$ cat src/rtl/sequence_transmitter.sv
// Serial generator for PATTERN (MSB first), one bit per BIT_DIV clocks, framed by a GAP_BITS idle gap.
// Optional build macro SEQ_TX_HEX_EN: HEX0 shows bit index, HEX1 shows frame count mod 10.
module sequence_transmitter #(
    parameter int                 PAT_LEN  = 7,
    parameter logic [PAT_LEN-1:0] PATTERN  = 7'b1100111,
    parameter int                 BIT_DIV  = 50000000,
    parameter int                 GAP_BITS = 3
) (
    input  logic       CLOCK_50,
    input  logic [3:0] KEY,
    input  logic [9:0] SW,
    output logic       tx_bit,
    output logic       tx_strobe,
    output logic       tx_busy,
    output logic       frame_done,
    output logic [2:0] currentState,
    output logic [9:0] LEDR,
    output logic [7:0] LEDG,
    output logic [7:0] HEX0,
    output logic [7:0] HEX1,
    output logic [7:0] HEX2,
    output logic [7:0] HEX3
);
    localparam int GAP_CYC = GAP_BITS * BIT_DIV;
    localparam int CNT_W   = $clog2(GAP_CYC + 1);

    typedef enum logic [2:0] {
        IDLE = 3'd0,
        SEND = 3'd1,
        GAP  = 3'd2
    } state_t;

    state_t             state, state_d;
    logic               rst_n;
    logic [2:0]         key_sync;
    logic               start_evt;
    logic [CNT_W-1:0]   cnt;
    logic [3:0]         bit_idx;
    logic [PAT_LEN-1:0] shreg;
    logic [PAT_LEN-1:0] shifted;
    logic               load, shift, finish;
    logic               unused;

    assign rst_n   = KEY[0];
    assign unused  = &{1'b0, KEY[2:1], SW[9:1]};
    assign shifted = shreg << 1;

    // key_sync[1] is the synchronized button; key_sync[2] is its previous value for fall detection.
    always_ff @(posedge CLOCK_50) begin
        if (!rst_n) begin
            key_sync <= 3'b111;
        end else begin
            // NOTE: non-blocking so every flop samples pre-edge values, giving a true shift chain.
            key_sync <= {key_sync[1:0], KEY[3]};
        end
    end

    assign start_evt = key_sync[2] & ~key_sync[1];

    always_ff @(posedge CLOCK_50) begin
        if (!rst_n) state <= IDLE;
        else        state <= state_d;
    end

    always_comb begin
        // NOTE: defaults first so no path leaves a signal unassigned and infers a latch.
        state_d = state;
        load    = 1'b0;
        shift   = 1'b0;
        finish  = 1'b0;
        case (state)
            IDLE: begin
                if (start_evt) begin
                    state_d = SEND;
                    load    = 1'b1;
                end
            end
            SEND: begin
                if (cnt == CNT_W'(BIT_DIV - 1)) begin
                    if (bit_idx != 4'd0) begin
                        shift = 1'b1;
                    end else begin
                        finish  = 1'b1;
                        state_d = GAP;
                    end
                end
            end
            GAP: begin
                if (cnt == CNT_W'(GAP_CYC - 1)) begin
                    if (SW[0]) begin
                        load    = 1'b1;
                        state_d = SEND;
                    end else begin
                        state_d = IDLE;
                    end
                end
            end
            default: state_d = IDLE;
        endcase
    end

    always_ff @(posedge CLOCK_50) begin
        if (!rst_n) begin
            cnt        <= '0;
            bit_idx    <= '0;
            shreg      <= '0;
            tx_bit     <= 1'b0;
            tx_strobe  <= 1'b0;
            frame_done <= 1'b0;
        end else begin
            tx_strobe  <= 1'b0;
            frame_done <= 1'b0;
            if (load) begin
                cnt       <= '0;
                bit_idx   <= 4'(PAT_LEN - 1);
                shreg     <= PATTERN;
                tx_bit    <= PATTERN[PAT_LEN-1];
                tx_strobe <= 1'b1;
            end else if (shift) begin
                cnt       <= '0;
                bit_idx   <= bit_idx - 4'd1;
                shreg     <= shifted;
                tx_bit    <= shifted[PAT_LEN-1];
                tx_strobe <= 1'b1;
            end else if (finish) begin
                cnt        <= '0;
                shreg      <= '0;
                tx_bit     <= 1'b0;
                frame_done <= 1'b1;
            end else if (state_d == state && state != IDLE) begin
                cnt <= cnt + 1'b1;
            end else begin
                cnt <= '0;
            end
        end
    end

`ifdef SEQ_TX_HEX_EN
    logic [3:0] frame_cnt;

    always_ff @(posedge CLOCK_50) begin
        if (!rst_n)      frame_cnt <= '0;
        else if (finish) frame_cnt <= (frame_cnt == 4'd9) ? 4'd0 : frame_cnt + 4'd1;
    end

    // Active-low segments {DP, g..a}; anything above 9 blanks the digit.
    function automatic logic [7:0] seg7(input logic [3:0] d);
        case (d)
            4'd0:    seg7 = 8'hC0;
            4'd1:    seg7 = 8'hF9;
            4'd2:    seg7 = 8'hA4;
            4'd3:    seg7 = 8'hB0;
            4'd4:    seg7 = 8'h99;
            4'd5:    seg7 = 8'h92;
            4'd6:    seg7 = 8'h82;
            4'd7:    seg7 = 8'hF8;
            4'd8:    seg7 = 8'h80;
            4'd9:    seg7 = 8'h90;
            default: seg7 = 8'hFF;
        endcase
    endfunction
`endif

    always_comb begin
        tx_busy      = (state == SEND) || (state == GAP);
        currentState = state;
        LEDR         = 10'(shreg);
        LEDG         = {6'b0, tx_busy, tx_bit};
        HEX3         = 8'hFF;
        HEX2         = 8'hFF;
`ifdef SEQ_TX_HEX_EN
        HEX1         = seg7(frame_cnt);
        HEX0         = tx_busy ? seg7(bit_idx) : 8'hFF;
`else
        HEX1         = 8'hFF;
        HEX0         = 8'hFF;
`endif
    end

endmodule
$ cat config.mk
export PLATFORM = sky130hd
export DESIGN_NAME = sequence_transmitter
export DESIGN_NICKNAME = d
export VERILOG_FILES = /design/src/rtl/sequence_transmitter.sv
export SDC_FILE = /design/constraint.sdc
export NUM_CORES = 1
export LEC_CHECK = 0
export CAP_MARGIN = 20
export CORE_MARGIN = 2
export CORE_UTILIZATION = 49
export DETAILED_ROUTE_END_ITERATION = 10
export GPL_TIMING_DRIVEN = 0
export PLACE_DENSITY = 0.82
export SYNTH_ARGS = -nofsm -noshare
export SYNTH_HDL_FRONTEND = slang
export SYNTH_SLANG_ARGS = --single-unit
$ cat constraint.sdc
create_clock -name CLOCK_50 -period 2.2 [get_ports CLOCK_50]
set_input_delay 0.44 -clock CLOCK_50 [delete_from_list [all_inputs] [get_ports CLOCK_50]]
set_output_delay 0.44 -clock CLOCK_50 [all_outputs]
set_load 0.005 [all_outputs]
==> metrics.txt <==
status=finished clean; Top FF cell, synth=dfxtp_1; Max Fclk=0.470 GHz; largest net degree at the start of global routing=16; most common cell after layout, fill and taps aside=buf_4; Placer Congestion=0.903; Final Instance Area=3340 µm²; PD cells=503 nW/µm²; sequential area share after synthesis=34.7%; placed cell areas=3140 µm²; wire length per cell=12.5 µm; final core occ=61.4%; internal power=1.32 mW; MaxCap Viol Count=0; Clk Latency, worst-skew pair=310 ps; Combinational Power Share=8.6%; Worst path depth=7; I/O pin cnt=72; final count of pins violating max slew=0; GRT Overall Usage=18.3%; via count=2206; P&R area growth vs syn=23.3%; Die Area=6140 µm²; Worst Path Required=2430 ps; Chip Height=78.4 µm; ys async rst share=0%; Gate Count Post-Synth=295; hold depth=1; slowest CP cell=or4_1; Yosys top cell by area=dfxtp_1; core area=5440 µm²; sequential power share=51.5%; Min Hold Slack=427 ps; Placement Rows=27; share of layout cells above drive strength 1=23.7%; Num CTS Buffers=5; Port Buffers=19; global-route wire length before repair=9180 µm; Reg2Reg Depth=7; initial antenna violation count=0; crit path time final=2130 ps; # H-tree levels=2; Synth area leaders=dfxtp_1 35%, buf_4 13%, nor4_1 8.5%, xnor2_1 6.8%, nand3_1 2.8%; Tcrit/Tclk final=96.8%; CTS tree=done; Startpoint Class=flop; CP Data Arrival Time=2360 ps; Synthesis Warnings=0; most frequent cells in the layout=52 x buf_4, 47 x dfxtp_1, 42 x conb_1, 36 x nor4_1, 21 x xnor2_1; top-area cell type share of the netlist area=34.7%; Clock Power Share=39.9%; Crit. End Element=flop; clock tree sinks=47; Post-DRT Antenna Nets=0; Max rail drop VDD=0.400 mV; clock buffer depth=2; WL final=5500 µm; CP Class=flop to flop; DRT iter0 DRCs=102; final hold viol count=0; crit-path cells=ha_2 > nand3_1 > nor4_4 > buf_4 > nand3_4 > or4_1 > a211oi_2; synthesized flop and latch total=47; Setup Viol. Count Final=0; Worst Hold Class=flop to flop; EDFF count, synth=0; Cell variety after synth=49; Switch Pwr=0.365 mW; Initial Util=49.8%; clk slew on worst S/H paths=100 ps; DRC Markers=0; syn_area_per_cell=9.19 µm²; Layout Nets=384; WP buf/inv=1; CP peak stage delay=510 ps; switching share of total power=21.7%; Setup TNS Final=0 ps; via/cell ratio=5.03; number of global-route vias before repair=1991; ant diodes=0; Clk Tree Root Cell=clkbuf_8; Synth Cell Area=2710 µm²; detailed placer's ending HPWL=4020 µm; CP delay by family, top=simple AND/OR/NAND/NOR gates; clock skew=12.2 ps; hold buffer count at cts=0; Pre-antenna DRT Iters=4; die width=78.4 µm; total power draw=1.68 mW; Critical Path Fanout Max=8; P_leak=1.20 nW; grt ovf=0
-- stage by stage --
step / cells / setup WS, ps
after detailed placement: 426 / -183
after global placement: 426 / -120
after global routing: 439 / -51.9
after CTS: 438 / 18.0
after floorplan: 335 / 289
final: 439 / 70.6
-- per-layer routing --
metal  track usage, %  up-vias  routed length, µm
met4             3.86        0                 22
met1             23.0     1016               2320
li1                 -     1118                  -
met5                0        -                  0
met2             32.4       70               2820
met3             3.91        2                325
-- final timing paths --
check              startpoint  slack, ps          end
setup / recovery       cnt[0]         70   bit_idx[3]
hold / removal    key_sync[0]        430  key_sync[1]
setup reg to reg       cnt[0]         70   bit_idx[3]
hold reg to reg   key_sync[0]        430  key_sync[1]
-- state kept, by name, indices dropped and copies added, names as in the netlist --
| signal | flops |
|---|---|
| bit_idx | 4 |
| cnt | 28 |
| currentState | 3 |
| frame_done | 1 |
| key_sync | 3 |
| shreg | 6 |
| tx_bit | 1 |
| tx_strobe | 1 |
-- area by class of cell --
type	count	area, µm²
clock buffers	6	82.6
inverters	8	30.0
plain buffers	57	445
well taps	72	90.1
flip-flops and latches	47	941
fillers	461	2100
repair buffers	24	228
multi-input cells	223	1490
clock inverters	2	38.8
-- logic make-up after synthesis --
family | count (synthesis) | synth area share [%]
buffers and inverters | 65 | 17.2
flip-flops | 47 | 34.7
other | 2 | 0.277
XOR/XNOR | 27 | 8.73
AND/OR/NAND/NOR | 124 | 28.9
adder cells (fa/ha/maj) | 3 | 1.39
multiplexers | 4 | 1.66
AO/OA/AOI/OAI | 23 | 7.06
-- what timing repair did --
action	4_1_cts	5_1_grt
endpoints found under the setup margin	24	31
setup buffers	4	1
pin swaps	1	1
hold endpoints to repair	0	0
gates resized for setup	3	9
-- worst reg2reg max path, stage by stage, from the launching register on --
cell and delay [ps]:
dfxtp_1 370, ha_2 240, nand3_1 130, nor4_4 290
buf_4 190, nand3_4 130, or4_1 510, a211oi_2 210
-- synthesized netlist by cell type, types with 2 or more instances --
library cell  instances
buf_6                 2
inv_1                 8
conb_1                2
nand2b_1              4
mux2_2                3
dfxtp_1              47
and3_1                3
a211oi_1              3
xnor2_1              21
nor2_1                9
clkbuf_8              3
nand2_1              11
a21oi_1               2
o21a_1                9
or3_1                 2
nor3b_1               2
buf_2                 4
and4_2                2
or3b_1                2
clkbuf_1              2
buf_4                46
nor2b_1               5
nor4b_1               2
nor3_1                8
and4_1                4
nor4_1               37
o31a_1                3
ha_1                  3
xor2_1                6
nand3_1              15
and2_1                3
nand4_1               5
-- power by group through the flow --
stage	clock network (mW)	registers, mW	logic (mW)
after floorplan	0	0.884	0.109
after global placement	0	0.885	0.137
after detailed placement	0	0.885	0.139
after CTS	0.683	0.865	0.140
after global routing	0.726	0.867	0.161
final	0.671	0.866	0.145
Power figures use the tool's default switching activity.
